## src/rtl/darkbus_arbiter_if.sv

```systemverilog
// Bus bundle for the darkbus arbiter: core data port, auxiliary requester and shared memory port.
// The slave modport is the arbiter's view; the master modport is the surrounding system's view.
interface darkbus_arbiter_if #(
  parameter int AW = 32,
  parameter int DW = 32
);
  logic          C_DAS;
  logic          C_DRD;
  logic          C_DWR;
  logic [AW-1:0] C_DADDR;
  logic [DW-1:0] C_DATAO;
  logic [2:0]    C_DLEN;
  logic [DW-1:0] C_DATAI;
  logic          C_HLT;

  logic          A_REQ;
  logic          A_WR;
  logic [AW-1:0] A_ADDR;
  logic [DW-1:0] A_WDATA;
  logic [2:0]    A_LEN;
  logic          A_ACK;
  logic [DW-1:0] A_RDATA;

  logic          M_REQ;
  logic          M_WR;
  logic [AW-1:0] M_ADDR;
  logic [DW-1:0] M_WDATA;
  logic [2:0]    M_LEN;
  logic          M_RDY;
  logic [DW-1:0] M_RDATA;

  logic          TOUT;

  modport slave (
    input  C_DAS, C_DRD, C_DWR, C_DADDR, C_DATAO, C_DLEN,
    output C_DATAI, C_HLT,
    input  A_REQ, A_WR, A_ADDR, A_WDATA, A_LEN,
    output A_ACK, A_RDATA,
    output M_REQ, M_WR, M_ADDR, M_WDATA, M_LEN,
    input  M_RDY, M_RDATA,
    output TOUT
  );

  modport master (
    output C_DAS, C_DRD, C_DWR, C_DADDR, C_DATAO, C_DLEN,
    input  C_DATAI, C_HLT,
    output A_REQ, A_WR, A_ADDR, A_WDATA, A_LEN,
    input  A_ACK, A_RDATA,
    input  M_REQ, M_WR, M_ADDR, M_WDATA, M_LEN,
    output M_RDY, M_RDATA,
    input  TOUT
  );
endinterface

```

## src/rtl/darkbus_arbiter.sv

```systemverilog
// Round-robin arbiter sharing one memory port between the darkriscv data bus and an aux master,
// with core halt generation, registered memory handshake and a sticky watchdog timeout.
module darkbus_arbiter #(
  parameter int AW       = 32,
  parameter int DW       = 32,
  parameter int WAIT_MAX = 15
) (
  input logic             CLK,
  input logic             RES,
  darkbus_arbiter_if.slave bus
);

  typedef enum logic [2:0] {IDLE, BUSY_C, BUSY_A, DONE_C, DONE_A} state_t;

  localparam int CW = (WAIT_MAX < 2) ? 1 : $clog2(WAIT_MAX);
  localparam logic [CW-1:0] CNT_LAST = CW'(WAIT_MAX - 1);

  state_t        state, next_state;
  logic [CW-1:0] cnt;
  logic          last_a;
  logic          creq;
  logic          grant_c, grant_a;
  logic          rdy_hit, abort;
  logic          sel_wr;
  logic [AW-1:0] sel_addr;
  logic [DW-1:0] sel_wdata;
  logic [DW-1:0] rd_val;
  logic [2:0]    sel_len;

  assign creq = bus.C_DAS & (bus.C_DRD | bus.C_DWR);

  always_ff @(posedge CLK) begin
    if (!RES) state <= IDLE;
    else      state <= next_state;
  end

  // On a tie the master that was not served last wins; last_a resets to 1 so the core goes first.
  always_comb begin
    next_state = state;
    grant_c    = 1'b0;
    grant_a    = 1'b0;
    rdy_hit    = 1'b0;
    abort      = 1'b0;
    case (state)
      IDLE: begin
        if (creq && bus.A_REQ) begin
          grant_c = last_a;
          grant_a = ~last_a;
        end else begin
          grant_c = creq;
          grant_a = bus.A_REQ;
        end
        if (grant_c)      next_state = BUSY_C;
        else if (grant_a) next_state = BUSY_A;
      end
      BUSY_C, BUSY_A: begin
        if (bus.M_RDY)            rdy_hit = 1'b1;
        else if (cnt == CNT_LAST) abort   = 1'b1;
        if (rdy_hit || abort) next_state = (state == BUSY_C) ? DONE_C : DONE_A;
      end
      DONE_C, DONE_A: next_state = IDLE;
      default:        next_state = IDLE;
    endcase
  end

  always_comb begin
    sel_wr    = grant_a ? bus.A_WR    : bus.C_DWR;
    sel_addr  = grant_a ? bus.A_ADDR  : bus.C_DADDR;
    sel_wdata = grant_a ? bus.A_WDATA : bus.C_DATAO;
    sel_len   = grant_a ? bus.A_LEN   : bus.C_DLEN;
    rd_val    = rdy_hit ? bus.M_RDATA : {DW{1'b1}};
  end

  // Memory request fields are latched at grant and held for the whole BUSY phase.
  always_ff @(posedge CLK) begin
    if (!RES) begin
      bus.M_WR    <= 1'b0;
      bus.M_ADDR  <= '0;
      bus.M_WDATA <= '0;
      bus.M_LEN   <= '0;
      bus.C_DATAI <= '0;
      bus.A_RDATA <= '0;
      bus.TOUT    <= 1'b0;
      last_a      <= 1'b1;
      cnt         <= '0;
    end else begin
      if (grant_c || grant_a) begin
        bus.M_WR    <= sel_wr;
        bus.M_ADDR  <= sel_addr;
        bus.M_WDATA <= sel_wdata;
        bus.M_LEN   <= sel_len;
        last_a      <= grant_a;
        cnt         <= '0;
      end else if ((state == BUSY_C || state == BUSY_A) && !rdy_hit && !abort) begin
        cnt <= cnt + CW'(1);
      end
      if ((rdy_hit || abort) && !bus.M_WR) begin
        if (state == BUSY_C) bus.C_DATAI <= rd_val;
        else                 bus.A_RDATA <= rd_val;
      end
      if (abort) bus.TOUT <= 1'b1;
    end
  end

  // The core is released exactly in its DONE_C cycle.
  always_comb begin
    bus.M_REQ = (state == BUSY_C) || (state == BUSY_A);
    bus.C_HLT = creq && (state != DONE_C);
    bus.A_ACK = (state == DONE_A);
  end

endmodule

```

## src/flat_wrapper.sv

```systemverilog
// flat-port wrapper written by rule: the top's interface ports become plain ports
module darkbus_arbiter_flat 
#(
  parameter int AW       = 32,
  parameter int DW       = 32,
  parameter int WAIT_MAX = 15
)
  (CLK, RES, bus_C_DAS, bus_C_DRD, bus_C_DWR, bus_C_DADDR, bus_C_DATAO, bus_C_DLEN, bus_C_DATAI, bus_C_HLT, bus_A_REQ, bus_A_WR, bus_A_ADDR, bus_A_WDATA, bus_A_LEN, bus_A_ACK, bus_A_RDATA, bus_M_REQ, bus_M_WR, bus_M_ADDR, bus_M_WDATA, bus_M_LEN, bus_M_RDY, bus_M_RDATA, bus_TOUT);
  darkbus_arbiter_if #(.AW(AW), .DW(DW)) bus_i ();
  input logic CLK;
  input logic RES;
  input wire logic [$bits(bus_i.C_DAS)-1:0] bus_C_DAS;
  input wire logic [$bits(bus_i.C_DRD)-1:0] bus_C_DRD;
  input wire logic [$bits(bus_i.C_DWR)-1:0] bus_C_DWR;
  input wire logic [$bits(bus_i.C_DADDR)-1:0] bus_C_DADDR;
  input wire logic [$bits(bus_i.C_DATAO)-1:0] bus_C_DATAO;
  input wire logic [$bits(bus_i.C_DLEN)-1:0] bus_C_DLEN;
  output wire logic [$bits(bus_i.C_DATAI)-1:0] bus_C_DATAI;
  output wire logic [$bits(bus_i.C_HLT)-1:0] bus_C_HLT;
  input wire logic [$bits(bus_i.A_REQ)-1:0] bus_A_REQ;
  input wire logic [$bits(bus_i.A_WR)-1:0] bus_A_WR;
  input wire logic [$bits(bus_i.A_ADDR)-1:0] bus_A_ADDR;
  input wire logic [$bits(bus_i.A_WDATA)-1:0] bus_A_WDATA;
  input wire logic [$bits(bus_i.A_LEN)-1:0] bus_A_LEN;
  output wire logic [$bits(bus_i.A_ACK)-1:0] bus_A_ACK;
  output wire logic [$bits(bus_i.A_RDATA)-1:0] bus_A_RDATA;
  output wire logic [$bits(bus_i.M_REQ)-1:0] bus_M_REQ;
  output wire logic [$bits(bus_i.M_WR)-1:0] bus_M_WR;
  output wire logic [$bits(bus_i.M_ADDR)-1:0] bus_M_ADDR;
  output wire logic [$bits(bus_i.M_WDATA)-1:0] bus_M_WDATA;
  output wire logic [$bits(bus_i.M_LEN)-1:0] bus_M_LEN;
  input wire logic [$bits(bus_i.M_RDY)-1:0] bus_M_RDY;
  input wire logic [$bits(bus_i.M_RDATA)-1:0] bus_M_RDATA;
  output wire logic [$bits(bus_i.TOUT)-1:0] bus_TOUT;
  assign bus_i.C_DAS = bus_C_DAS;
  assign bus_i.C_DRD = bus_C_DRD;
  assign bus_i.C_DWR = bus_C_DWR;
  assign bus_i.C_DADDR = bus_C_DADDR;
  assign bus_i.C_DATAO = bus_C_DATAO;
  assign bus_i.C_DLEN = bus_C_DLEN;
  assign bus_C_DATAI = bus_i.C_DATAI;
  assign bus_C_HLT = bus_i.C_HLT;
  assign bus_i.A_REQ = bus_A_REQ;
  assign bus_i.A_WR = bus_A_WR;
  assign bus_i.A_ADDR = bus_A_ADDR;
  assign bus_i.A_WDATA = bus_A_WDATA;
  assign bus_i.A_LEN = bus_A_LEN;
  assign bus_A_ACK = bus_i.A_ACK;
  assign bus_A_RDATA = bus_i.A_RDATA;
  assign bus_M_REQ = bus_i.M_REQ;
  assign bus_M_WR = bus_i.M_WR;
  assign bus_M_ADDR = bus_i.M_ADDR;
  assign bus_M_WDATA = bus_i.M_WDATA;
  assign bus_M_LEN = bus_i.M_LEN;
  assign bus_i.M_RDY = bus_M_RDY;
  assign bus_i.M_RDATA = bus_M_RDATA;
  assign bus_TOUT = bus_i.TOUT;
  darkbus_arbiter #(.AW(AW), .DW(DW), .WAIT_MAX(WAIT_MAX)) u_core (.CLK(CLK), .RES(RES), .bus(bus_i));
endmodule
```

## config.mk

```make
export PLATFORM = sky130hd
export DESIGN_NAME = darkbus_arbiter_flat
export DESIGN_NICKNAME = d
export VERILOG_FILES = /design/src/rtl/darkbus_arbiter_if.sv /design/src/rtl/darkbus_arbiter.sv /design/src/flat_wrapper.sv
export SDC_FILE = /design/constraint.sdc
export NUM_CORES = 1
export LEC_CHECK = 0
export CAP_MARGIN = 20
export CORE_ASPECT_RATIO = 1.2
export CORE_MARGIN = 2
export CORE_UTILIZATION = 35
export DETAILED_ROUTE_END_ITERATION = 7
export GPL_TIMING_DRIVEN = 0
export PLACE_DENSITY = 0.77
export SLEW_MARGIN = 0
export SYNTH_ARGS = -nofsm -noshare
export SYNTH_HDL_FRONTEND = slang
export SYNTH_SLANG_ARGS = --single-unit
```

## constraint.sdc

```tcl
create_clock -name CLK -period 1.73 [get_ports CLK]
set_input_delay 0.2595 -clock CLK [delete_from_list [all_inputs] [get_ports CLK]]
set_output_delay 0.2595 -clock CLK [all_outputs]
set_load 0.03 [all_outputs]
```

==> results of run 1 <==
per-stage QoR:
stage / TNS (ns) / power (W) / utilization (%)
after floorplan: -0.234 / 0.00530 / -
after global placement: -109.87 / 0.00666 / 57.2
after detailed placement: -112.52 / 0.00668 / 57.2
after CTS: -8.36 / 0.0104 / 63.8
after global routing: -5.30 / 0.0107 / 64.7
final: -2.79 / 0.0103 / 64.7
power by group:
part           internal [W]  switching (W)
clock network       0.00190        0.00160
registers           0.00360       0.000213
logic               0.00143        0.00156
metal layers:
metal | global-route usage [%] | part of all wire (%)
met1 | 28.5 | 39
met2 | 44.7 | 51
met3 | 6.63 | 8.0
met4 | 9.00 | 1.7
met5 | 0 | 0
cell families (layout without fill, tap and decap cells):
| family | count (synthesis) | in the layout | synth area share [%] |
|---|---|---|---|
| AO/OA/AOI/OAI | 153 | 153 | 28.2 |
| flip-flops | 141 | 141 | 51.4 |
| buffers and inverters | 68 | 424 | 5.45 |
| adder cells (fa/ha/maj) | 2 | 2 | 0.456 |
| XOR/XNOR | 2 | 2 | 0.319 |
| AND/OR/NAND/NOR | 165 | 165 | 14.2 |
state kept, by name, summed over array words and instances, names as in the netlist, 3 cells and up:
register,flops
u_core.bus.A_RDATA,32
u_core.bus.C_DATAI,32
u_core.bus.M_ADDR,32
u_core.bus.M_WDATA,32
u_core.cnt,4
u_core.bus.M_LEN,3
u_core.state,3
worst max-delay path, cell delays in order (launching register included):
cell and delay (ns):
sky130_fd_sc_hd__dfxtp_2 0.34, sky130_fd_sc_hd__or3_4 0.39, sky130_fd_sc_hd__a22o_1 0.25, sky130_fd_sc_hd__buf_6 0.15, sky130_fd_sc_hd__buf_8 0.14, sky130_fd_sc_hd__buf_8 0.13, sky130_fd_sc_hd__a221o_1 0.30
worst max-delay path by stage:
stage                            startpoint                                   to
6_report       u_core.state[2]$_SDFFE_PN0P_  u_core.bus.M_WDATA[14]$_SDFFE_PN0P_
5_1_grt        u_core.state[2]$_SDFFE_PN0P_   u_core.bus.M_ADDR[27]$_SDFFE_PN0P_
4_1_cts        u_core.state[2]$_SDFFE_PN0P_  u_core.bus.M_WDATA[14]$_SDFFE_PN0P_
3_5_place_dp                            RES  u_core.bus.C_DATAI[13]$_SDFFE_PN0P_
3_3_place_gp                            RES   u_core.bus.C_DATAI[8]$_SDFFE_PN0P_
2_1_floorplan  u_core.state[2]$_SDFFE_PN0P_  u_core.bus.M_WDATA[23]$_SDFFE_PN0P_
area by class of cell:
type / instances / share of cell area [%]
Buffer: 58 / 4.48
Clock buffer: 17 / 4.25
Clock inverter: 15 / 1.49
Inverter: 5 / 0.188
Multi-Input combinational cell: 322 / 24.7
Sequential cell: 141 / 28.3
Tap cell: 208 / 2.60
Timing Repair Buffer: 329 / 34.0
layout by cell type (no fill, tap or decap), types with 5 or more instances in the layout:
master                              n
sky130_fd_sc_hd__clkdlybuf4s50_1  214
sky130_fd_sc_hd__o221a_2           64
sky130_fd_sc_hd__buf_6              8
sky130_fd_sc_hd__buf_4             16
sky130_fd_sc_hd__dfxtp_1          138
sky130_fd_sc_hd__dlygate4sd2_1     35
sky130_fd_sc_hd__clkbuf_2          17
sky130_fd_sc_hd__a31oi_1            5
sky130_fd_sc_hd__clkbuf_4           6
sky130_fd_sc_hd__nor3_2             6
sky130_fd_sc_hd__clkbuf_16         20
sky130_fd_sc_hd__a221o_1           68
sky130_fd_sc_hd__dlymetal6s2s_1    57
sky130_fd_sc_hd__clkbuf_1          13
sky130_fd_sc_hd__clkbuf_8           8
sky130_fd_sc_hd__buf_2              5
sky130_fd_sc_hd__nand2_1           68
sky130_fd_sc_hd__nor2_1             5
sky130_fd_sc_hd__nor3_1            66
what timing repair did:
item                                    CTS  global route
resized for setup                       152            77
endpoints found under the setup margin  178           186
cloned                                    5             0
pin swaps                                 6             9
setup buffers                            12             3
==> results.md, run 1 <==
- The final count of pins violating max slew was 0.
- The startpoint of the tightest hold check path is bus_A_REQ.
- Timing would allow up to ~550 MHz.
- The net count of the finished layout is 1050.
- In this run, synthesis produced a sequential element count of between 100 and 150.
- The tightest min-delay check is of the in2reg type.
- Leaving out filler cells and counting taps, the final layout contains roughly 1100.
- The Yosys step of the flow raised 0 warnings.
- The class of the most critical setup path is reg2reg.
- Once routing completed, OpenROAD measured the worst setup slack at -0.0943 ns.
- The number of cells on the worst reg-to-reg path is 6.
- In the final layout, the multi-input gates occupy 2470 sq um.
- The number of cells traversed by the worst hold path is 4.
- In this run, synthesis inferred 0 flip-flops with an integrated enable.
- The share of the yosys chip area belonging to registers is 51.4%.
- The flow ran to the end, but the final reports show violations.
- The maximum number of pins on one net before global-route repair is 17.
- The leading register cell type out of synthesis is sky130_fd_sc_hd__dfxtp_1.
- The clock tree from TritonCTS is built.
- The post-synthesis instance area is approximately 5500 sq um.
- Setup repair after global routing could not meet its margin everywhere.
- The total of fill cells in the finished design is 1244.
- In the post-synthesis netlist, the biggest area contributors are sky130_fd_sc_hd__dfxtp_1 (51%), sky130_fd_sc_hd__o221a_2 (13%), sky130_fd_sc_hd__a221o_1 (12%).
- The fraction of synthesized cell area taken by the top area cell type is between 50% and 60%.
- In this run the remaining antenna-violating nets after routing total 0.
- Ranked by instance count, the synthesized netlist is headed by sky130_fd_sc_hd__dfxtp_1 (141), sky130_fd_sc_hd__nor3_1 (72), sky130_fd_sc_hd__a221o_1 (68), sky130_fd_sc_hd__nand2_1 (68), sky130_fd_sc_hd__o221a_2 (64).
- The floorplan step set the die height to between 100 and 150 microns.
- The post-route netlist has between 20% and 30% of its cells at a drive strength greater than 1.
- The hold path endpoint is u_core.state[1]$_SDFFE_PN0P_.
- The hold violation count in the final report is 0.
- The clock period minus worst slack is 1.82 ns.
- The final reports fail on negative setup slack.
- The maximum clock insertion buffer count is 2.
- between 300 and 400 I/O pins were placed.
- The average instance area after synthesis is 10.3 sq um.
- The max-capacitance violation count is 0.
- The worst vdd rail ir drop is between 500 and 600 uV.
- Dividing the detail-routed via count by the number of cells gives approximately 5.4.
- The post-detailed-routing wire length is 21.8 mm.
- The count of buffers from port buffering is 309.
- The via count of the first global-routing pass is around 6000.
- The setup check on the worst reg-to-reg path leaves a slack of -0.09 ns.
- The worst hold slack across all endpoints is around 0.30 ns.
- The total power per unit cell area is 1030 nW/um^2.
- Summed over all layers, the global routing overflow is 0.
- The number of optimization iterations in the first detailed-route pass is 7.
- The initial antenna violation count is 0.
- The floorplan core area is roughly 15000 sq um.
- At the worst endpoint, the required time is 2.04 ns.
- The standard-cell row count is 50.
- The fraction of synthesis flops using an asynchronous set or reset pin is 0%.
- In this run the critical register-to-register path is captured at u_core.bus.M_WDATA[14]$_SDFFE_PN0P_.
- The CTS root buffer is sky130_fd_sc_hd__clkbuf_16.
- The worst setup path is launched from a flop.
- Buffers inserted to repair hold after CTS numbered 0.
- In this run the worst path has a maximum fanout of 7.
- Clock latency on the worst-skew pair, taken at its later pin, is around 0.43 ns.
- The overall die width is between 100 and 150 microns.
- The analysis attributes to cell leakage a power of 4.85 nW.
- The net count after synthesis is ~710.
- The number of distinct library cell variants in the gate-level netlist after synthesis is 35.
- The all-layer global routing usage is between 20% and 30%.
- The half-perimeter wire length of the detailed placement result is roughly 16 mm.
- The instance area at placement is 8840 sq um.
- For the worst setup path, the data arrival time is between 2 and 2.5 ns.
- The share of the cycle needed by the critical path after routing is 105%.
- Prior to clock tree synthesis, the placed netlist has a worst setup slack of -1.02 ns.
- The synthesized design spends more area on one cell type than any other, namely sky130_fd_sc_hd__dfxtp_1.
- For this block, the initial DRC count from the detailed router was about 380.
- Routability-driven placement finished with a final weighted congestion of ~0.85.
- Across the routed clock network, the largest skew measured is between 0.01 and 0.015 ns.
- The layout overhead on the synthesized area is 82.2%.
- Setup violations remaining at the end of the flow were counted as just over 50.
- The clock-pin slew on the worst setup and hold paths is 0.06 ns.
- The synthesized instance count is roughly 530.
- The worst pin sits at a relative slew slack of between 60% and 70%.
- The number of sinks handled by clock tree synthesis is between 100 and 150.
- After routing the design area is around 10000 sq um.
- The wire length of the first global-routing pass is about 32 mm.
- Across the whole layout, storage elements account for between 2000 and 3000 sq um.
- STA classifies the critical path endpoint as a flop.
- The final routed DRC violation total is 0.
- The most used standard cell by instance count after synthesis is sky130_fd_sc_hd__dfxtp_1.
- The initial utilization of the core area, before any placement, comes to 35.5%.
- At the pin with the least slew margin, the transition time is about 0.5 ns.
- The number of buffers added by the clock tree synthesis step is 17.
- The total via count in the routed design is between 5000 and 6000.
- The final antenna diode count is 0.
- In this run, placement finished with an instance count of 1048.
- The CTS H-tree depth is 4.
- The startpoint identified for the worst register-to-register timing path is u_core.state[2]$_SDFFE_PN0P_.
- The routed wire length per instance is roughly 20 microns.
- The die covers between 15000 and 20000 sq um.
Note: power is estimated with default switching activity, not from simulation.
==> run 2: changes to the inputs <==
--- a/config.mk
+++ b/config.mk
@@ -7,7 +7,7 @@
 export LEC_CHECK = 0
 export CAP_MARGIN = 20
 export CORE_ASPECT_RATIO = 1.2
-export CORE_MARGIN = 2
+export CORE_MARGIN = 10
 export CORE_UTILIZATION = 35
 export DETAILED_ROUTE_END_ITERATION = 7
 export GPL_TIMING_DRIVEN = 0
==> run 2 against run 1 <==
Compared with the run above:
- the run still ends with negative setup slack left
- non-clock buffer count decreased by 3
- highest routed layer unchanged
- final cell count fell by 0.46%
- sequential power about the same
- clock power grew 1%
==> results.md, run 2 (synthesis results as in run 1) <==
- The initial antenna violation count is 0 (unchanged).
- The maximum cell stage delay along the critical path is 0.32 ns (was 0.39 ns).
- The number of sinks handled by clock tree synthesis is 141 (unchanged).
- The transition time at the pin with the least slew margin was 0.556 ns (was 0.489 ns).
- The sort of element at the start of the critical path is a flop (unchanged).
- The number of top-level pins is 310 (unchanged).
- The maximum fanout count along the critical path was 8 (was 7).
- The share of the cycle needed by the critical path after routing is 107% (was 105%).
- The clock tree from TritonCTS is built (unchanged).
- The share of cells above drive strength 1 came to 20.2% (was 20.5%).
- The number of nets with antenna violations after detailed routing came to 0 (unchanged).
- The clock-pin slew on the worst setup and hold paths was 0.06 ns (about the same).
- The data arrival time of the critical path is 2.16 ns (was 2.13 ns).
- The final setup skew was 0.0161 ns (was 0.0129 ns).
- The type of the most critical hold path is in2reg (unchanged).
- The source-to-sink clock delay at the later pin of the worst-skew pair is 0.43 ns (about the same).
- RSZ-0062 raised after global routing: yes (unchanged).
- The required time at the worst-slack endpoint is 2.04 ns (about the same).
- The highest clock rate is 539 MHz (was 548 MHz).
- The die footprint came to 21100 sq um (was 16700 sq um).
- The maximum clock insertion buffer count is 2 (unchanged).
- The aggregate negative setup slack is -3.12 ns (was -2.79 ns).
- The half-perimeter wire length of the detailed placement result is 18.6 mm (was 16.0 mm).
- The clock period minus worst slack is 1.85 ns (was 1.82 ns).
- The final routed DRC violation total came to 0 (unchanged).
- The die outline height came to 157 microns (was 141 microns).
- The CTS H-tree depth is 4 (unchanged).
- The starting density of the core is 35.4% (was 35.5%).
- The layout overhead on the synthesized area is 82.0% (was 82.2%).
- The worst vdd rail ir drop is 618 uV (was 572 uV).
- The kind of cell adding the most delay to the critical path was compound AO/OA/AOI/OAI gates (unchanged).
- The worst slew margin relative to its limit came to 62.9% (was 67.3%).
- The post-layout instance count excluding filler cells is 1090 (was 1095).
- The leakage power total was 5.34 nW (was 4.85 nW).
- The final count of pins violating max slew was 0 (unchanged).
- The count of buffers from port buffering came to 309 (unchanged).
- The post-cts hold buffer count is 0 (unchanged).
- The post-detailed-routing wire length was 24.1 mm (was 21.8 mm).
- The overall die width came to 134 microns (was 118 microns).
- The floorplan core area came to 15500 sq um (about the same).
- The maximum number of pins on one net before global-route repair is 17 (unchanged).
- The worst hold slack across all endpoints is 0.438 ns (was 0.299 ns).
- The first-iteration detailed-routing DRC count is 327 (was 383).
- The all-layer global routing usage was 21.3% (was 25.0%).
- The class of the most critical setup path was reg2reg (unchanged).
- The max-capacitance violation count is 0 (unchanged).
- Commonest cells after routing, fill and taps aside: sky130_fd_sc_hd__clkdlybuf4s50_1 (182), sky130_fd_sc_hd__dfxtp_1 (137), sky130_fd_sc_hd__dlymetal6s2s_1 (84) (was sky130_fd_sc_hd__clkdlybuf4s50_1 (214), sky130_fd_sc_hd__dfxtp_1 (138), sky130_fd_sc_hd__nand2_1 (68), sky130_fd_sc_hd__a221o_1 (68), sky130_fd_sc_hd__nor3_1 (66)).
- The final worst slack was -0.124 ns (was -0.0943 ns).
- The average via count per standard cell came to 5.33 (was 5.37).
- The routed wire length per instance is 22.1 microns (was 19.9 microns).
- Run status: finished, violations left (unchanged).
- The critical path capture point type is a flop (unchanged).
- Failing checks: negative setup slack (unchanged).
- The via count of the first global-routing pass came to 6071 (was 5900).
- The number of buffer and inverter instances along the worst setup path came to 4 (was 3).
- The hold violation count in the final report came to 0 (unchanged).
- The routability congestion estimate came to 0.820 (was 0.854).
- The CTS root buffer is sky130_fd_sc_hd__clkbuf_16 (unchanged).
- Ordered cell list for the critical path: buf_6 > or3_4 > a22o_1 > buf_6 > buf_12 > buf_8 > a221o_1 (was or3_4 > a22o_1 > buf_6 > buf_8 > buf_8 > a221o_1).
- The final antenna diode count came to 0 (unchanged).
- The cell occurring most often along the worst timing path was sky130_fd_sc_hd__buf_6 (was sky130_fd_sc_hd__buf_8).
- The library cell contributing the largest single delay on the critical path is sky130_fd_sc_hd__or3_4 (unchanged).
- The worst-case setup slack after placement is -0.954 ns (was -1.02 ns).
- The count of placed standard cells including taps is 1048 (unchanged).
- The most frequent standard cell in the layout excluding fill and tap cells is sky130_fd_sc_hd__clkdlybuf4s50_1 (unchanged).
- The total via count in the routed design is 5810 (was 5875).
- The net count of the finished layout came to 1047 (was 1050).
- The wire length of the first global-routing pass is 35.3 mm (was 32.3 mm).
- The number of buffers added by the clock tree synthesis step is 17 (unchanged).
- The number of optimization iterations in the first detailed-route pass is 7 (unchanged).
- The count of final setup violators is 47 (was 51).
- The sum of overflow across all layers after global routing was 0 (unchanged).
- The standard-cell row count is 50 (unchanged).
- The total power per unit cell area is 1030 nW/um^2 (about the same).
## run 2: path summary, 6_finish.rpt
check	startpoint	to	slack, ns	cells past startpoint
setup / recovery	u_core.state[2]$_SDFFE_PN0P_	u_core.bus.M_WDATA[20]$_SDFFE_PN0P_	-0.12	7
hold / removal	bus_C_DATAO[2]	u_core.bus.M_WDATA[2]$_SDFFE_PN0P_	0.44	2
setup reg to reg	u_core.state[2]$_SDFFE_PN0P_	u_core.bus.M_WDATA[20]$_SDFFE_PN0P_	-0.12	7
hold reg to reg	u_core.bus.TOUT$_SDFFE_PN0P_	u_core.bus.TOUT$_SDFFE_PN0P_	0.47	2
## run 2: area by class of cell
| cell class | count | area, sq um |
|---|---|---|
| fill | 1290 | 5530 |
| sequential | 141 | 2830 |
| clock buffer | 19 | 443 |
| buffer | 61 | 439 |
| clock inverter | 11 | 120 |
| tap | 208 | 260 |
| timing repair buffer | 323 | 3380 |
| inverter | 5 | 18.8 |
| multi-input combinational | 322 | 2500 |
## run 2: stage by stage
step	power, W	util [%]	instance area, sq um
after global routing	0.0107	64.4	9990
after CTS	0.0103	61.5	9540
final	0.0103	64.4	9990
after global placement	0.00668	57.0	8840
after floorplan	0.00530	-	5490
after detailed placement	0.00671	57.0	8840
## run 2: repair_timing
| action | CTS | global route |
|---|---|---|
| cloned | 0 | 2 |
| setup buffers | 1 | 11 |
| resized for setup | 124 | 144 |
| setup endpoints to repair | 180 | 215 |
| pin swaps | 2 | 10 |
## run 2: worst reg2reg max path: stages (launching register included)
cell                      delay, ns
sky130_fd_sc_hd__dfxtp_2       0.31
sky130_fd_sc_hd__buf_6         0.12
sky130_fd_sc_hd__or3_4         0.32
sky130_fd_sc_hd__a22o_1        0.25
sky130_fd_sc_hd__buf_6         0.14
sky130_fd_sc_hd__buf_12        0.14
sky130_fd_sc_hd__buf_8         0.13
sky130_fd_sc_hd__a221o_1       0.32
## run 2: power breakdown
| part | internal [W] | leakage [nW] | switching [W] |
|---|---|---|---|
| clock network | 0.00214 | 0.283 | 0.00140 |
| logic | 0.00136 | 3.90 | 0.00157 |
| registers | 0.00360 | 1.16 | 0.000206 |
| total | 0.00710 | 5.34 | 0.00318 |
## run 2: metal layers
metal	share of wire [%]	up-vias	global-route usage (%)	routed length, microns
li1	-	2779	-	-
met1	38	2714	22.4	9140
met2	49	283	35.7	11900
met3	10	34	10.7	2490
met4	2.4	0	7.78	584
met5	0	-	0	0
==> run 3: changes to the inputs <==
--- a/config.mk
+++ b/config.mk
@@ -5,6 +5,7 @@
 export SDC_FILE = /design/constraint.sdc
 export NUM_CORES = 1
 export LEC_CHECK = 0
+export ABC_CLOCK_PERIOD_IN_PS = 1730
 export CAP_MARGIN = 20
 export CORE_ASPECT_RATIO = 1.2
 export CORE_MARGIN = 10
==> results of run 3 <==
The final DEF is identical to that of run 2; final timing and power are the same.
==> patch, RTL diff (settings of run 2) <==
`DW` is set to 32 in 3 places; all go to 16.
--- a/src/rtl/darkbus_arbiter_if.sv
+++ b/src/rtl/darkbus_arbiter_if.sv
@@ -3,5 +3,5 @@
 interface darkbus_arbiter_if #(
   parameter int AW = 32,
-  parameter int DW = 32
+  parameter int DW = 16
 );
   logic          C_DAS;
--- a/src/rtl/darkbus_arbiter.sv
+++ b/src/rtl/darkbus_arbiter.sv
@@ -3,5 +3,5 @@
 module darkbus_arbiter #(
   parameter int AW       = 32,
-  parameter int DW       = 32,
+  parameter int DW       = 16,
   parameter int WAIT_MAX = 15
 ) (
--- a/src/flat_wrapper.sv
+++ b/src/flat_wrapper.sv
@@ -3,5 +3,5 @@
 #(
   parameter int AW       = 32,
-  parameter int DW       = 32,
+  parameter int DW       = 16,
   parameter int WAIT_MAX = 15
 )
Interface: changed (6 resized); port bits go from 310 to 214. No check against the original RTL was run, so the function may have changed too.
==> patch against run 2 <==
Utilization decreased by 2.4 points. Routed wire length decreased by 42%. Area after synthesis decreased by 32%. Worst setup slack improved by 150 ps. Count of clock-buffer cells in the layout decreased by 8. Die area decreased by 28%. Final cell count decreased by 36%. Sequential share of layout area increased by 0.49 points. Via count decreased by 37%. Sequential cell count decreased by 48. Total power decreased by 31%. Cell area decreased by 35%. Clock power decreased by 45%. Critical path type unchanged. Largest power group unchanged.
==> patch: results (changes against run 2) <==
Critical Path Start=u_core.state[1]; vias in the first global route=4,008 (-34%); routed wire length=13,900 um (-42%); cts repair resizes=31 (-75%); Power Density=1090 nW/um2 (+6.2%); Synth-to-Final Area Change=74.8%; DR vias/cell=5.24 (-1.6%); met2 wire len=7040 um (-41%); share of post-route cells with drive strength above 1=0.177 (-0.0249); Worst R2R End=u_core.bus.M_ADDR[1]; CP max FO=6 (-2); pre-CTS WS=-493 ps (+461 ps); GRT Overall Usage=0.178 (-0.0345); Post-layout nets=694 (-34%); top post-synthesis cells by count=dfxtp_1, a221o_1, and2_1, o221a_2; worst path arrival time=1900 ps (-260 ps); M1 WL=5190 um (-43%); H-tree level count=3 (-1); via count=3,670 (-37%); met3 Track Usage GR=0.0697 (-0.0369); Worst R2R Start=u_core.state[1]; mux cell area share after synthesis=0.0539 (+0.0539); clk_buf instances=11 (-8); Hold Startpoint=bus_M_RDY; P_clk=1.95 mW (-45%); Lkg Pwr=2.43 nW (-55%); comb_multi_in=213 (-34%); multi-input logic area=1780 um2 (-29%); FILL cells=892 (-31%); non-clock inverter count=2 (-3); GP Congestion=0.752 (-8.2%); Clock-cell share=0.0451 (-0.0112); PortBufs=212 (-31%); sequential area share after synthesis=0.502 (-0.0124); # Taps=129 (-38%); Setup Buffers After CTS=3 (+2); Sink Count=93 (-34%); Synth area leaders=dfxtp_1, o221a_2, a221o_1; dpl cell area=5990 um2 (-32%); Synth Area in Compound Gates=0.267 (-0.0145); status=complete, no violations; Final non-clock buffer share=0.367 (-0.0152); first-pass GRT wire length=21,900 um (-38%); bufs w/o clock=247 (-36%); Sw Pwr=2.29 mW (-28%); Worst-Margin Slew=555 ps (-0.485 ps); Cells after DPL=678 (-35%); post-synthesis cell count=337 (-37%); XOR/XNOR share of the synthesized area=0.00472 (+0.00153); Yosys cell types=38 (+8.6%); maximum number of pins on one net before global-route repair=15 (-2); VDD IR max=0.563 mV (-8.9%); Worst R2R Setup Slack=30 ps (+150 ps); worst hold slack=469 ps (+31.1 ps); Synthesized Nets=465 (-34%); clk_lat worst skew=340 ps (-90 ps); synthesized-area fraction occupied by adder cells=0.00674 (+0.00219); register share of the cell area=0.288 (+0.00488)
patch: changes by cell type in the layout (fill, tap and decap cells not counted), moves of 27 or more:
| cell | change |
|---|---|
| dlygate4sd2_1 | -40 |
| dfxtp_1 | -47 |
| nand2_1 | -65 |
| dlymetal6s2s_1 | -84 |
| o221a_2 | -32 |
| clkdlybuf4s50_1 | +27 |
| a221o_1 | -36 |
| nor3_1 | -60 |
| and2_1 | +32 |
patch: critical path, cell delays in order, from the launching register on:
cell and delay, ps:
dfxtp_1 310, or3_4 440, nor3_4 260, clkbuf_4 270, mux2i_1 190, a21oi_1 80
patch: how the worst max path moves through the flow:
stage                                         to  depth (start not counted)
after floorplan           u_core.bus.A_RDATA[10]                          7
after CTS                              bus_C_HLT                          4
final                       u_core.bus.M_ADDR[1]                          5
after global routing       u_core.bus.M_ADDR[11]                          5
after global placement                 bus_C_HLT                          4
after detailed placement               bus_C_HLT                          4
